### src/rtl/lpddr_subsystem_typedef_pkg.sv
// rtl/lpddr_subsystem_typedef_pkg.sv - shared LPDDR subsystem encodings and hardware low-power FSM states
package lpddr_subsystem_typedef_pkg;

    typedef enum logic [2:0] {
        INIT         = 3'b000,
        NORMAL       = 3'b001,
        POWER_DOWN   = 3'b010,
        SELF_REFRESH = 3'b011
    } lpddr_op_mode_e;

    typedef enum logic [1:0] {
        NOT_SELFREF   = 2'b00,
        PHY_SELFREF   = 2'b01,
        OTHER_SELFREF = 2'b10,
        AUTO_SELFREF  = 2'b11
    } selfref_type_e;

    typedef enum logic [2:0] {
        WAIT_INIT,
        RUN,
        REQ,
        LP,
        DENY,
        EXIT
    } hwlp_state_e;

    function automatic lpddr_op_mode_e op_mode_of(hwlp_state_e s);
        case (s)
            WAIT_INIT: return INIT;
            LP:        return SELF_REFRESH;
            default:   return NORMAL;
        endcase
    endfunction

endpackage

### src/rtl/lpddr_hwlp_requester_timer.sv
// rtl/lpddr_hwlp_requester_timer.sv - clear/enable saturating cycle counter with equality compare
module lpddr_hwlp_timer #(
    parameter int W = 16
) (
    input  logic         i_clk,
    input  logic         i_rst,
    input  logic         i_clr,
    input  logic         i_en,
    input  logic [W-1:0] i_cmp,
    output logic         o_hit
);

    logic [W-1:0] cnt;

    always_ff @(posedge i_clk) begin
        if (i_rst || i_clr) begin
            cnt <= '0;
        end else if (i_en && (cnt != '1)) begin
            cnt <= cnt + W'(1);
        end
    end

    assign o_hit = (cnt == i_cmp);

endmodule

### src/rtl/lpddr_hwlp_requester.sv
// rtl/lpddr_hwlp_requester.sv - csysreq/csysack/cactive low-power handshake initiator with idle and software entry
module lpddr_hwlp_requester
    import lpddr_subsystem_typedef_pkg::*;
#(
    parameter int CNT_W       = 16,
    parameter int ACK_TIMEOUT = 1024
) (
    input  logic             i_clk,
    input  logic             i_rst,
    input  logic             i_enable,
    input  logic [CNT_W-1:0] i_idle_cycles,
    input  logic             i_sw_sr_req,
    input  logic             i_wake,
    input  logic             i_csysack,
    input  logic             i_cactive,
    output logic             o_csysreq,
    output logic [2:0]       o_op_mode,
    output logic [1:0]       o_sr_type,
    output logic             o_lp_active,
    output logic             o_deny_pulse,
    output logic             o_timeout_err,
    output logic [15:0]      o_entry_cnt
);

    localparam int              TO_W   = $clog2(ACK_TIMEOUT + 1);
    localparam logic [TO_W-1:0] TO_CMP = TO_W'(ACK_TIMEOUT - 1);

    hwlp_state_e      state, state_nxt;
    logic             sw_armed, sw_mode;
    logic             idle_now, idle_hit, auto_go, sw_go, lp_exit;
    logic             to_hit, to_err, to_clr;
    logic [CNT_W-1:0] idle_cmp;

    assign idle_now = i_enable && !i_cactive && !i_wake;
    assign idle_cmp = i_idle_cycles - CNT_W'(1);
    assign auto_go  = idle_now && (i_idle_cycles != '0) && idle_hit;
    assign sw_go    = i_sw_sr_req && sw_armed;
    assign lp_exit  = i_wake || i_cactive || (!sw_mode && !i_enable) || (sw_mode && !i_sw_sr_req);
    assign to_clr   = (state_nxt != state) || !((state == REQ) || (state == EXIT));
    // An ack arriving on the expiry cycle takes precedence over the timeout
    assign to_err   = to_hit && (((state == REQ) && i_csysack) || ((state == EXIT) && !i_csysack));

    lpddr_hwlp_timer #(.W(CNT_W)) u_idle_timer (
        .i_clk (i_clk),
        .i_rst (i_rst),
        .i_clr ((state != RUN) || !idle_now),
        .i_en  (idle_now),
        .i_cmp (idle_cmp),
        .o_hit (idle_hit)
    );

    lpddr_hwlp_timer #(.W(TO_W)) u_ack_timer (
        .i_clk (i_clk),
        .i_rst (i_rst),
        .i_clr (to_clr),
        .i_en  (1'b1),
        .i_cmp (TO_CMP),
        .o_hit (to_hit)
    );

    always_comb begin
        state_nxt = state;
        case (state)
            WAIT_INIT: if (i_csysack) state_nxt = RUN;
            RUN:       if (sw_go || auto_go) state_nxt = REQ;
            REQ: begin
                if (!i_csysack) begin
                    state_nxt = i_cactive ? DENY : LP;
                end else if (to_hit) begin
                    state_nxt = EXIT;
                end
            end
            LP:        if (lp_exit) state_nxt = EXIT;
            DENY:      state_nxt = EXIT;
            EXIT:      if (i_csysack) state_nxt = RUN;
            default:   state_nxt = WAIT_INIT;
        endcase
    end

    always_ff @(posedge i_clk) begin
        if (i_rst) begin
            state         <= WAIT_INIT;
            sw_armed      <= 1'b1;
            sw_mode       <= 1'b0;
            o_csysreq     <= 1'b1;
            o_op_mode     <= INIT;
            o_sr_type     <= NOT_SELFREF;
            o_lp_active   <= 1'b0;
            o_deny_pulse  <= 1'b0;
            o_timeout_err <= 1'b0;
            o_entry_cnt   <= 16'd0;
        end else begin
            state <= state_nxt;
            // A consumed sw request stays locked out until the level drops
            if ((state == RUN) && sw_go) begin
                sw_armed <= 1'b0;
                sw_mode  <= 1'b1;
            end else begin
                if (!i_sw_sr_req) sw_armed <= 1'b1;
                if ((state == RUN) && auto_go) sw_mode <= 1'b0;
            end
            if ((state == REQ) && (state_nxt == LP)) o_entry_cnt <= o_entry_cnt + 16'd1;
            if (to_err) o_timeout_err <= 1'b1;
            o_csysreq    <= !((state == REQ) || (state == LP));
            o_op_mode    <= op_mode_of(state);
            o_sr_type    <= (state == LP) ? OTHER_SELFREF : NOT_SELFREF;
            o_lp_active  <= (state == LP);
            o_deny_pulse <= (state == DENY);
        end
    end

endmodule
### config.mk
export PLATFORM = sky130hd
export DESIGN_NAME = lpddr_hwlp_requester
export DESIGN_NICKNAME = d
export VERILOG_FILES = /design/src/rtl/lpddr_subsystem_typedef_pkg.sv /design/src/rtl/lpddr_hwlp_requester_timer.sv /design/src/rtl/lpddr_hwlp_requester.sv
export SDC_FILE = /design/constraint.sdc
export NUM_CORES = 1
export LEC_CHECK = 0
export ABC_AREA = 0
export CELL_PAD_IN_SITES_DETAIL_PLACEMENT = 1
export CELL_PAD_IN_SITES_GLOBAL_PLACEMENT = 1
export CORE_MARGIN = 10
export CORE_UTILIZATION = 30
export DETAILED_ROUTE_END_ITERATION = 8
export DONT_BUFFER_PORTS = 1
export PLACE_DENSITY = 0.66
export SLEW_MARGIN = 20
export SYNTH_ARGS = -nofsm -noshare
export SYNTH_HDL_FRONTEND = slang
export SYNTH_HIERARCHICAL = 1
export SYNTH_SLANG_ARGS = --single-unit
### constraint.sdc
create_clock -name i_clk -period 7.3 [get_ports i_clk]
set_input_delay 1.095 -clock i_clk [delete_from_list [all_inputs] [get_ports i_clk]]
set_output_delay 1.095 -clock i_clk [all_outputs]
set_load 0.03 [all_outputs]
==> results.cfg <==
[status]
status = completed

[final_layout]
diodes = 0
fin_util_pct = 33.08
area.growth.synth_to_final_pct = 6.917
layoutNonFillerInstCount = 569
drive_gt1_share_pct = 10.09
num-nets-final = 453
fillCellCount = 1381

[logic_synthesis]
synth_cell_type_count = 66
yosysSeqAreaShare_pct = 29.78
synth_ff_type = dfxtp_1
synth_area_mm2 = 0.003563
async_flop_share_pct = 0
synth_common_cells = dfxtp_1 (53), nor2_1 (41), xnor2_1 (35)
synth_enable_flop_cells = 0
synth_seq_cells = 53
synth_cells = 429
ys_warn_count = 6
synth.avg_cell_area_um2 = 8.306
synth_area_leaders = dfxtp_1 (30%), xnor2_1 (8.6%), nor2_1 (4.3%)
yosysTopAreaCellShare_pct = 29.78
synth.most_common_cell = dfxtp_1
yosys.area.top_type = dfxtp_1

[power_and_ir_drop]
switchingPower_w = 0.0001577
p_int_w = 0.0004435
swShare_pct = 26.23
p_leak_nw = 1.281
p_clk_share_pct = 40.7
power_density_mw_per_mm2 = 157.8
combinationalPowerShare_pct = 9.4
vdd_drop_max_mv = 0.08412
power.share.sequential_pct = 49.9

[min_path]
hold_path.class = reg2reg
min_from = sw_mode

[timing]
period_minus_slack_ps = 4573
period_share_pct = 62.64
setup_tns_ps = 0
slew_viol_final = 0
slew_headroom_pct = 43.34
grt_setup_unrepaired = false
hold_slack_ps = 513.5
fin_worst_skew_ps = 5.683
setup_viol_count_final = 0
fmax_mhz = 218.7
hold_viol_final = 0
tightest_slew_ps = 848.7

[routing]
post-route-drc-count = 0
antenna_left = 0
wl_per_cell_um = 16.79
via_per_inst = 5.408
dr.pass1.iters = 4
drt_first_iter_violations = 135
routed_wl_mm = 9.555
vias = 3077

[setup_path]
crit_cells = 16
cp_common_cell = nor3_1
worst_path_max_delay_cell = or4_4
path_cells = or4_4 -> nor3_1 -> nand4b_1 -> nor3_1 -> xor2_1 -> xnor2_1 -> nand4_1 -> nor4_1 -> nand3_1 -> a32oi_2 -> buf_4 -> and2_1 -> a21oi_1 -> or2_1 -> nor2_1 -> a41o_1
critPathCaptureType = flip-flop
max_stage_delay_ps = 570
path_class = in2reg
crit_start = i_idle_cycles[5]
critical_path_required_ps = 7550
reg2reg_to = u_ack_timer/cnt[7]
reg2regPathDepth = 11
path_max_fanout = 16
r2r-start = u_idle_timer/cnt[5]
cp_num_buf_inv = 1
crit_path_start_kind = input port
rrSetupSlack_ps = 4430
path_delay_family = simple AND/OR/NAND/NOR gates
crit_end = u_ack_timer/cnt[7]
crit_arrival_ps = 4820

[cts]
cts_tree = yes
cts_buffer_depth = 2
cts_max_level = 2
root_buffer = clkbuf_16
clk_pin_slew_ps = 80
cts_setup_buffers = 0
cts_resized = 0
holdBufCountCts = 0
insertion_delay_ps = 300
numCtsBuffers = 5
clock_sinks = 53

[global_route]
grt_pass1_vias = 3075
grt_usage_pct = 11.63
gr-total-overflow = 0
grt_start_max_net_pins = 45
antenna_found_initial = 0
grt_pass1_wl_mm = 15.97

[placement]
port_buffers = 0
place_congestion = 0.8085
hpwl_mm = 7.364
place_inst = 561

[floorplanning]
io_pins = 48
core_mm2 = 0.01152
dieArea_mm2 = 0.01664
die_w_um = 129.0
die_h_um = 129.0
fp-row-count = 39
start_util_pct = 30.94

[flow_run]
cap_violations = 0
## worst min-delay path by stage
stage | slack (ps) | cells past startpoint | endpoint
finish | 510 | 1 | sw_mode
global route | 540 | 1 | sw_mode
CTS | 520 | 1 | sw_mode
detailed placement | 500 | 1 | sw_mode
global placement | 490 | 2 | sw_armed
floorplan | 480 | 2 | sw_armed
## metal layers
metal,part of all wire (%),GRT usage (%),vias to the layer above,routed length (µm)
met5,0,0,-,0
met4,1.2,3.211,0,111
met3,7.5,3.860,9,714
met2,47,19.30,63,4448
met1,45,14.08,1490,4281
li1,-,-,1515,-
## power groups by stage
stage | logic (W) | clock network (W) | registers [W]
after floorplan | 0.0000527 | 0 | 0.000303
after CTS | 0.0000568 | 0.000254 | 0.000300
after global routing | 0.0000634 | 0.000266 | 0.000301
final | 0.0000567 | 0.000245 | 0.000300
after detailed placement | 0.0000563 | 0 | 0.000307
after global placement | 0.0000550 | 0 | 0.000307
## cells in the final DEF, fill, tap and decap left out, types with 2 or more instances in the layout
cell	count
mux2_1	12
dfxtp_1	53
and4_1	5
nand2b_1	6
or3_1	4
mux2_2	3
nor4b_1	3
o21ai_0	10
a211oi_1	5
mux2i_1	6
a21oi_2	10
xnor2_1	35
a31oi_1	8
a21oi_1	18
nor4_1	4
and2_1	6
or4_1	5
nand2_1	27
ha_1	5
and3_1	10
nor3_1	12
o211ai_1	2
nand3_1	20
conb_1	18
nor2_1	41
a31o_2	3
nand4_1	17
xor2_1	6
inv_1	11
nor2b_1	16
nor4_4	2
clkbuf_16	5
o31ai_1	5
## flip-flops by register name (all words and copies together), names as in the netlist
| name | flops |
|---|---|
| o_entry_cnt | 16 |
| u_idle_timer/cnt | 16 |
| u_ack_timer/cnt | 11 |
| state | 3 |
| o_op_mode | 2 |
| o_csysreq | 1 |
| o_deny_pulse | 1 |
| o_timeout_err | 1 |
| sw_armed | 1 |
| sw_mode | 1 |
## area by class of cell
cell class / count / area, µm² / share of cell area (%)
Inverter: 11 / 41.29 / 1.084
Timing Repair Buffer: 1 / 7.507 / 0.1970
Multi-Input combinational cell: 353 / 2375 / 62.33
Sequential cell: 53 / 1061 / 27.85
Clock buffer: 5 / 125.1 / 3.284
Tap cell: 143 / 178.9 / 4.696
Clock inverter: 3 / 21.27 / 0.5583
## cell families (layout without fill, tap and decap cells)
family | count (synthesis) | in the layout | share of synthesized area (%)
compound gates | 76 | 76 | 15.52
other cells | 2 | 18 | 0.2108
xor+xnor | 41 | 41 | 10.08
fa+ha+maj | 5 | 5 | 1.756
flops | 53 | 53 | 29.78
simple gates | 192 | 192 | 30.97
mux | 21 | 21 | 6.426
buf+inv | 39 | 20 | 5.267
## worst register-to-register path, stage by stage (launching register included)
cell and delay, ps:
dfxtp_1 530, xnor2_1 160, nand4_1 150, nor4_1 340, nand3_1 180, a32oi_2 200, buf_4 270, and2_1 190
a21oi_1 80, or2_1 400, nor2_1 140, a41o_1 180
## per-stage QoR
| stage | area [µm²] | total power (W) | worst slack [ps] |
|---|---|---|---|
| final | 3810 | 0.0006012 | 2727 |
| after CTS | 3810 | 0.0006104 | 2721 |
| after floorplan | 3623 | 0.0003556 | 2689 |
| after global routing | 3810 | 0.0006302 | 2351 |
| after global placement | 3664 | 0.0003617 | 2636 |
| after detailed placement | 3664 | 0.0003632 | 2416 |
No activity file was read; power rests on OpenSTA's default activity.
